<file path="src/rtl/seq_multiplier.sv">
// seq_multiplier: shift-add multiplier for WIDTH-bit operands producing a
// 2*WIDTH-bit product. Signed mode multiplies magnitudes and fixes the sign
// at the end. A start/ready handshake launches an operation, done pulses for
// one cycle when the product is written, and abort cancels work in flight.
module seq_multiplier #(
    parameter int WIDTH = 8
) (
    input  logic                 clock,
    input  logic                 reset,
    input  logic                 start,
    input  logic                 abort,
    input  logic                 is_signed,
    input  logic [WIDTH-1:0]     multiplicand,
    input  logic [WIDTH-1:0]     multiplier,
    output logic                 ready,
    output logic                 busy,
    output logic                 done,
    output logic [2*WIDTH-1:0]   product
);

    localparam int CW = $clog2(WIDTH);
    localparam logic [CW-1:0]      CNT_INIT = CW'(WIDTH - 1);
    localparam logic [CW-1:0]      CNT_ONE  = CW'(1);
    localparam logic [WIDTH-1:0]   ONE_W    = WIDTH'(1);
    localparam logic [2*WIDTH-1:0] ONE_2W   = (2*WIDTH)'(1);

    typedef enum logic [1:0] {
        IDLE  = 2'd0,
        SHIFT = 2'd1,
        FIX   = 2'd2
    } state_t;

    state_t             state_reg;
    logic [WIDTH:0]     acc_reg;     // one spare bit absorbs the add carry
    logic [WIDTH-1:0]   q_reg;
    logic [WIDTH-1:0]   mcand_reg;   // |A|
    logic               neg_reg;     // result must be negated at the end
    logic [CW-1:0]      count_reg;

    logic [WIDTH-1:0]   mag_a;
    logic [WIDTH-1:0]   mag_b;
    logic               neg_next;
    logic [WIDTH:0]     sum;
    logic [2*WIDTH-1:0] raw_prod;
    logic [2*WIDTH-1:0] fixed_prod;

    // Operand magnitudes and sign fixup; -2^(WIDTH-1) maps to 2^(WIDTH-1),
    // which still fits in WIDTH unsigned bits.
    always_comb begin
        mag_a      = (is_signed && multiplicand[WIDTH-1]) ? (~multiplicand + ONE_W) : multiplicand;
        mag_b      = (is_signed && multiplier[WIDTH-1])   ? (~multiplier + ONE_W)   : multiplier;
        neg_next   = is_signed & (multiplicand[WIDTH-1] ^ multiplier[WIDTH-1]);
        sum        = acc_reg + (q_reg[0] ? {1'b0, mcand_reg} : {(WIDTH+1){1'b0}});
        raw_prod   = {acc_reg[WIDTH-1:0], q_reg};
        fixed_prod = neg_reg ? (~raw_prod + ONE_2W) : raw_prod;
    end

    // Controller, datapath and counter; every output is a register.
    always_ff @(posedge clock) begin
        if (reset) begin
            state_reg <= IDLE;
            ready     <= 1'b1;
            busy      <= 1'b0;
            done      <= 1'b0;
            product   <= '0;
            count_reg <= '0;
            acc_reg   <= '0;
            q_reg     <= '0;
            mcand_reg <= '0;
            neg_reg   <= 1'b0;
        end else begin
            done <= 1'b0;
            case (state_reg)
                IDLE: begin
                    if (start) begin
                        acc_reg   <= '0;
                        q_reg     <= mag_b;
                        mcand_reg <= mag_a;
                        neg_reg   <= neg_next;
                        count_reg <= CNT_INIT;
                        state_reg <= SHIFT;
                        ready     <= 1'b0;
                        busy      <= 1'b1;
                    end
                end
                SHIFT: begin
                    if (abort) begin
                        state_reg <= IDLE;
                        ready     <= 1'b1;
                        busy      <= 1'b0;
                    end else begin
                        // add-then-shift of {acc,Q}, zero filled from the top
                        acc_reg   <= {1'b0, sum[WIDTH:1]};
                        q_reg     <= {sum[0], q_reg[WIDTH-1:1]};
                        count_reg <= count_reg - CNT_ONE;
                        if (count_reg == '0) begin
                            state_reg <= FIX;
                        end
                    end
                end
                FIX: begin
                    // abort takes priority over completing the result
                    if (!abort) begin
                        product <= fixed_prod;
                        done    <= 1'b1;
                    end
                    state_reg <= IDLE;
                    ready     <= 1'b1;
                    busy      <= 1'b0;
                end
                default: begin
                    state_reg <= IDLE;
                    ready     <= 1'b1;
                    busy      <= 1'b0;
                end
            endcase
        end
    end

endmodule

</file>
<file path="config.mk">
export PLATFORM = sky130hd
export DESIGN_NAME = seq_multiplier
export DESIGN_NICKNAME = d
export VERILOG_FILES = /design/src/rtl/seq_multiplier.sv
export SDC_FILE = /design/constraint.sdc
export NUM_CORES = 1
export LEC_CHECK = 0
export ABC_AREA = 1
export CORE_MARGIN = 8
export CORE_UTILIZATION = 35
export DETAILED_ROUTE_END_ITERATION = 16
export PLACE_DENSITY = 0.53
export SKIP_CTS_REPAIR_TIMING = 1
export SLEW_MARGIN = 15
export SYNTH_ARGS = -nofsm -noshare
export SYNTH_HDL_FRONTEND = slang
export SYNTH_SLANG_ARGS = --single-unit
</file>
<file path="constraint.sdc">
create_clock -name clock -period 1.7 [get_ports clock]
set_input_delay 0.34 -clock clock [delete_from_list [all_inputs] [get_ports clock]]
set_output_delay 0.34 -clock clock [all_outputs]
set_load 0.02 [all_outputs]
</file>
---- Word-level counts from Yosys, hierarchy flattened ----
Cells that the tools add are included.
W data, S select, Z words.
cells by class
  add/sub/neg operators ................... 5
  equal/unequal tests ..................... 6
  multiplexer cells ....................... 24
  bitwise logic cells ..................... 7
  reductions and logical operators ........ 11
operators by type and width
  kind                     number
  $mux W8                  5
  $mux W9                  2
  $pmux W9 S2              1
  $add A16 B1 Y16 const B  1
  $add A8 B1 Y8 const B    2
  $mux W16                 1
  $not A16 Y16             1
  $not A8 Y8               2
  $pmux W8 S2              1
  $add A9 B8 Y9            1
  $reduce_and A2 Y1        4
  $mux W2                  3
  $mux W3                  2
  $ne A2 B2 Y1 const B     3
  $pmux W3 S2              1
  $mux W1                  5
  $pmux W1 S2              2
  $pmux W2 S2              1
  $logic_not A3 Y1         1
  $ne A3 B3 Y1 const B     1
  $reduce_and A3 Y1        1
  $sub A3 B1 Y3 const B    1
  $eq A2 B1 Y1 const B     1
  $eq A2 B2 Y1 const B     1
  7 further kinds          9
word-level totals
  flip-flop bits (word level) ............. 50
  output and inout bits ................... 19
  logic and storage cells ................. 63

---- Logic depth before layout (Yosys ltp) ----
Gate-level depths: netlist (run 1).
  depth after elaboration ................. 5
  depth in mapped cells ................... 12
  mapped depth without buffers ............ 11

---- Worst setup path after synthesis (run 1) ----
OpenSTA, ideal clock, no wires.
  path kind ............................... reg-to-reg
  start point ............................. register q_reg[0]
  end point ............................... register acc_reg[1]
  library setup time ...................... 0.130 ns
  arrival time ............................ 1.574 ns
  path slack .............................. -0.004 ns
  stages on the path, launching flop included .. 9
  period minus slack after synthesis ...... 1.704 ns
  cell sequence ........................... dfxtp_1 buf_2 nand2_1 inv_1 ha_1 fa_1 or2_2 a21oi_1 a211oi_2
on the way
  word-level cells in the longest chain between the ends .. 4
RTL lines
  element                 line  text
  start, declared         35    logic [WIDTH-1:0] q_reg;
  start signal, assigned  77    q_reg <= mag_b;
  start signal, assigned  94    q_reg <= {sum[0], q_reg[WIDTH-1:1]};
  $mux W8                 53    sum = acc_reg + (q_reg[0] ? {1'b0, mcand_reg} : {(WIDTH+1){1'b0}});
  $add A9 B8 Y9           53
  $mux W9                 87    if (abort) begin
  $pmux W9 S2             73    case (state_reg)
  end signal, assigned    93    acc_reg <= {1'b0, sum[WIDTH:1]};
  end, declared           34    logic [WIDTH:0] acc_reg;
No other way between the ends. The select of a mux whose other input is x is not followed.
A chain may end at the register's enable or synchronous reset.

---- Worst setup path in the final report (run 1) ----
  start point ............................. register q_reg[0]
  end point ............................... register acc_reg[5]
Same word-level chain as after synthesis.

==> impl_metrics.ini, run 1 <==
[status]
outcome = finished, final reports clean

[power_and_ir_drop]
p_leak_nw = 1.81
vdd.ir_drop.worst_uv = 428
power.density_mw_per_mm2 = 715
total_power_mw = 2.80

[route]
routed_via_density = 4.77
wirelength_met1_mm = 3.61
highest_layer = met4
drt_iter0_drc = 122
route.detailed.drc = 0
wl_per_cell_um = 12.0
wl_mm = 7.31
first_pass_iters = 6
met2WireLength_mm = 3.28
dr_wl_met3_um = 384
vias = 2903
antenna_left = 0

[synth]
synth_mux_area_share_pct = 0
seq_area_frac_synth_pct = 32.4
netlist-cell-type-count = 34
synthAdderAreaFrac_pct = 6.03
syn_nets = 475
netlist_instances = 440
yosys_warnings = 0
ys.flop_type = dfxtp_1
synth_top_family_by_area = simple AND/OR/NAND/NOR gates
yosys_register_bits = 49
synth_edf_count = 0
synthSimpleGateAreaFrac_pct = 26.1
synth_xor_area_share_pct = 1.45
synth_compound_area_share_pct = 22.8
synth_area_per_cell_sq_um = 6.88
synth-async-reset-ratio_pct = 0
syn_area_sq_mm = 0.00303

[clocking]
clkSinkCount = 49
cts_buffers = 5
cts_tree = yes
insertion_delay_ns = 0.30
cts.reportedPaths.clkPinSlew_ns = 0.09
cts-root-buf = clkbuf_8
htreeDepth = 2
clockBufferDepth = 2

[worst_setup_path]
cp_data_arrival_time_ns = 1.85
path_cells = nand2_1 > inv_1 > ha_2 > fa_2 > nand3_2 > nand2_2 > nand2_2 > nand2_1 > nand2_1 > nand3_2 > a21oi_2
cp-start-kind = register
crit_required_ns = 1.94
crit_type = reg2reg
path_buf_inv = 1
cp_common_cell = nand2_1
path_depth = 11
cpPeakStageDelay_ns = 0.38
critPathSlowestCell = fa_2
cp_max_fo = 4
critPathTopFamily = adder cells
end_kind = register
ff2ff_path_depth = 11

[timing]
rsz0062_at_grt = yes
period_share_pct = 94.7
worstMarginPinSlew_ns = 0.405
max_freq_mhz = 621
setup_viol = 0
whs_ns = 0.468
fin_tns_setup_ns = 0
hold_viol_final = 0
setup_slack_ns = 0.0904
maxSlewViolCount = 0
period_minus_slack_ns = 1.61
fin_skew_ns = 0.00574
relSlewSlack_pct = 73.0

[global_routing]
grt_pass1_vias = 2688
grt-ovfl-total = 0
antenna_found_initial = 0
grt_pass1_wl_mm = 12.0
grtUsageTotal_pct = 12.3
grt_max_degree = 29

[min_path]
holdPathStages = 2
worst_hold_path_type = reg2reg

[placement]
dp.cells = 601
hpwl_mm = 5.70
place.gp.congestion = 0.822
port_buffers = 39
post-place-ws_ns = -0.131
place_area_sq_mm = 0.00370

[layout]
nNetsFinal = 535
fin_util_pct = 45.7
regMostFlops = product
final_cell_count_no_fill = 609
largest_register_ffs = 16
fin_area_sq_mm = 0.00391
areaGrowthSynthToFinish_pct = 29.2
antenna_cells = 0
layout-drive-gt1-share_pct = 16.6

[floorplan]
ios = 40
initial_core_util_pct = 35.4
dieWidth_um = 109
die-area_sq_mm = 0.0119
die_height_um = 109
rows = 34
core_sq_mm = 0.00855

[flow_run]
max_cap_violations = 0
## logic make-up after synthesis
family,after synthesis
buf+inv,77
simple gates,179
fa+ha+maj,14
xor+xnor,5
compound gates,116
flops,49
## cell usage in the layout, fill, tap and decap left out, types with 2 or more instances in the layout
master	n
nand2_1	107
inv_1	56
dfxtp_1	48
a21oi_1	41
clkdlybuf4s50_1	39
o21ai_0	38
nor2_1	28
buf_4	27
nand3_1	25
a21oi_2	10
o21a_1	7
o21ai_2	7
ha_1	7
clkbuf_8	6
xor2_1	5
ha_4	5
inv_2	4
nand2_2	3
o21ai_1	3
o21bai_1	3
or2_2	3
nand3b_1	3
nor2_8	2
inv_4	2
nand3_2	2
nand4_1	2
o221ai_1	2
a31oi_1	2
buf_12	2
## worst reg2reg max path, delay by kind of cell, from the launching register on
family	cells	cell delay [ns]
AND/OR/NAND/NOR	7	0.49
adder cells (fa/ha/maj)	2	0.56
buffers and inverters	1	0.04
AO/OA/AOI/OAI	1	0.13
flip-flops	1	0.34
## synth_stat cells, types with 2 or more instances
cell type | n | area, sq um
inv_1 | 57 | 214
xor2_1 | 5 | 43.8
o221ai_1 | 2 | 17.5
clkbuf_1 | 2 | 7.51
inv_4 | 2 | 12.5
dfxtp_1 | 49 | 981
buf_4 | 2 | 15.0
a31oi_1 | 2 | 12.5
or2_2 | 3 | 18.8
nor2_8 | 2 | 40.0
nand2_1 | 110 | 413
buf_2 | 9 | 45.0
a21oi_2 | 7 | 61.3
nor2_1 | 28 | 105
o21a_1 | 7 | 52.6
o21ai_2 | 7 | 61.3
nand3b_1 | 3 | 22.5
o21ai_0 | 41 | 205
ha_1 | 13 | 163
nand4_1 | 2 | 12.5
a21oi_1 | 44 | 220
o21bai_1 | 3 | 22.5
nand3_1 | 27 | 135
inv_2 | 3 | 11.3
## per-layer routing
layer	vias up	track usage [%]
met4	0	2.93
met5	-	0
met3	2	2.54
li1	1552	-
met2	56	20.0
met1	1293	16.3
## layout make-up
class | instances | area (sq um)
fill | 883 | 4640
tap | 108 | 135
timing repair buffer | 68 | 633
inverter | 62 | 238
sequential | 49 | 982
multi-input combinational | 314 | 1800
clock inverter | 2 | 37.5
clock buffer | 6 | 82.6
## report_power, final
part	internal [mW]	total (mW)	switching, mW
registers	1.21	1.28	0.0653
clock network	0.479	0.885	0.406
logic	0.276	0.635	0.358
## final timing paths
kind | startpoint | end | slack [ns]
setup / recovery | q_reg[0]$_SDFFE_PP0P_ | acc_reg[5]$_SDFFE_PP0P_ | 0.09
setup reg to reg | q_reg[0]$_SDFFE_PP0P_ | acc_reg[5]$_SDFFE_PP0P_ | 0.09
hold / removal | busy$_SDFFE_PP0P_ | busy$_SDFFE_PP0P_ | 0.47
hold reg to reg | busy$_SDFFE_PP0P_ | busy$_SDFFE_PP0P_ | 0.47
Note: power is estimated with default switching activity, not from simulation.
==> run 2, diff against run 1 <==
Settings changed: CORE_UTILIZATION 35 to 50, CTS_BUF_LIST set to sky130_fd_sc_hd__clkbuf_4 sky130_fd_sc_hd__clkbuf_8, HOLD_SLACK_MARGIN set to 0.03, PLACE_DENSITY 0.53 to 0.72.
==> run 2 against run 1 <==
Against the previous run:
- via count grew 1.4%
- maximum frequency shrank 2.8%
- die area shrank 26%
- global-route usage grew 3.3 points
- clock power shrank 20%
- first-iteration DRC count grew 34%
- critical endpoint unchanged
- largest cell class unchanged
==> impl_metrics.ini, run 2 (synthesis gave the netlist of run 1 again) <==
[floorplan]
initial_core_util_pct = 51.4
dieWidth_um = 93.8
die-area_sq_mm = 0.00880
rows = 28
ios = 40
die_height_um = 93.8
core_sq_mm = 0.00589

[layout]
mostFrequentLayoutCells = 106 x nand2_1, 56 x inv_1, 48 x dfxtp_1
area.sequential_sq_um = 985
final_cell_count_no_fill = 575
largest_register_ffs = 16
nNetsFinal = 534
antenna_cells = 0
fillers = 534
layout-drive-gt1-share_pct = 16.4
regMostFlops = product
layout_commonest_cell = nand2_1
fin_area_sq_mm = 0.00383
multi_input_area_sq_mm = 0.00180
areaGrowthSynthToFinish_pct = 26.4
fin_util_pct = 65.0

[clocking]
htreeDepth = 2
cts.reportedPaths.clkPinSlew_ns = 0.10
insertion_delay_ns = 0.31
cts-root-buf = clkbuf_8
cts_tree = yes
clockBufferDepth = 2
clkSinkCount = 49
cts_buffers = 5

[timing]
relSlewSlack_pct = 66.6
rsz0062_at_grt = yes
fin_skew_ns = 0.0110
setup_slack_ns = 0.0446
worstMarginPinSlew_ns = 0.500
maxSlewViolCount = 0
period_minus_slack_ns = 1.66
setup_viol = 0
whs_ns = 0.472
max_freq_mhz = 604
hold_viol_final = 0
fin_tns_setup_ns = 0
period_share_pct = 97.4

[route]
wirelength_met1_mm = 3.15
drt_iter0_drc = 164
first_pass_iters = 4
route.detailed.drc = 0
met2WireLength_mm = 3.10
dr_wl_met3_um = 370
antenna_left = 0
highest_layer = met4
routed_via_density = 5.12
vias = 2943
wl_mm = 6.77
wl_per_cell_um = 11.8

[worst_setup_path]
cp_max_fo = 4
r2r-end = acc_reg[5]$_SDFFE_PP0P_
r2r_setup_slack_ns = 0.04
crit_type = reg2reg
end_kind = register
crit_required_ns = 1.94
ff2ff_path_depth = 11
cp_data_arrival_time_ns = 1.89
r2r_start = q_reg[0]$_SDFFE_PP0P_
cp-start-kind = register

[placement]
dp.cells = 566
post-place-ws_ns = -0.128
port_buffers = 39
place.gp.congestion = 0.852
place_area_sq_mm = 0.00363
hpwl_mm = 5.21

[power_and_ir_drop]
power.density_mw_per_mm2 = 681
seqPwrFrac_pct = 49.1
p_int_mw = 1.77
p_clk_share_pct = 27.1
vdd.ir_drop.worst_uv = 358
swShare_pct = 32.0
power_frac_comb_pct = 23.7
total_power_mw = 2.60
switchingPower_mw = 0.832
p_leak_nw = 1.79

[global_routing]
antenna_found_initial = 0
grt_pass1_vias = 2703
grt-ovfl-total = 0
grtUsageTotal_pct = 15.6
grt_max_degree = 29
grt_pass1_wl_mm = 11.5

[status]
outcome = finished, final reports clean

[min_path]
holdPathStages = 2
worstHoldEndpoint = ready$_SDFFE_PP1P_
worst_hold_path_type = reg2reg
worstHoldStart = ready$_SDFFE_PP1P_

[flow_run]
max_cap_violations = 0
## run 2: changes by cell type in the layout (fill, tap and decap cells not counted), sizes merged
cell / previous run / this run
clkinvlp: 1 / 3
buf: 29 / 28
bufinv: 1 / 0
clkbuf: 6 / 5
## run 2: final cells by class
| type | count | share of cell area (%) |
|---|---|---|
| multi-input combinational | 314 | 47.1 |
| sequential | 49 | 25.7 |
| timing repair buffer | 67 | 16.1 |
| inverter | 62 | 6.21 |
| tap | 75 | 2.45 |
| clock buffer | 5 | 1.80 |
| clock inverter | 3 | 0.589 |
## run 2: critical path: stages (launching register included)
cell and delay [ns]:
dfxtp_4 0.37, nand2_2 0.07, inv_2 0.04, ha_4 0.15, fa_2 0.37, nand3_2 0.07
nand2_2 0.07, nand2_2 0.09, nand2_1 0.05, nand2_1 0.07, nand3_1 0.09, a21oi_1 0.14
## run 2: metal layers
metal | up-vias | track usage (%)
met1 | 1310 | 19.3
met2 | 65 | 26.2
met3 | 11 | 3.04
met4 | 0 | 5.55
met5 | - | 0
li1 | 1557 | -
## run 2: how the worst max path moves through the flow
stage,start,end,slack (ns)
5_1_grt,q_reg[0]$_SDFFE_PP0P_,acc_reg[5]$_SDFFE_PP0P_,-0.01
3_5_place_dp,multiplier[0],q_reg[6]$_SDFFE_PP0P_,-0.13
2_1_floorplan,q_reg[0]$_SDFFE_PP0P_,acc_reg[1]$_SDFFE_PP0P_,0.008
4_1_cts,q_reg[0]$_SDFFE_PP0P_,acc_reg[7]$_SDFFE_PP0P_,-0.04
3_3_place_gp,multiplier[0],q_reg[6]$_SDFFE_PP0P_,-0.07
6_report,q_reg[0]$_SDFFE_PP0P_,acc_reg[5]$_SDFFE_PP0P_,0.04
## run 2: power groups by stage
stage               clock (mW)  combinational [mW]  sequential, mW
floorplan                    0               0.420            1.29
global placement             0               0.593            1.30
detailed placement           0               0.604            1.30
CTS                      0.725               0.609            1.28
global route             0.765               0.705            1.29
finish                   0.707               0.618            1.28
==> run 3, diff against run 2 <==
Settings changed: SLEW_MARGIN 15 to 20.
==> results of run 3 <==
The final DEF is identical to that of run 2; final timing and power are the same.
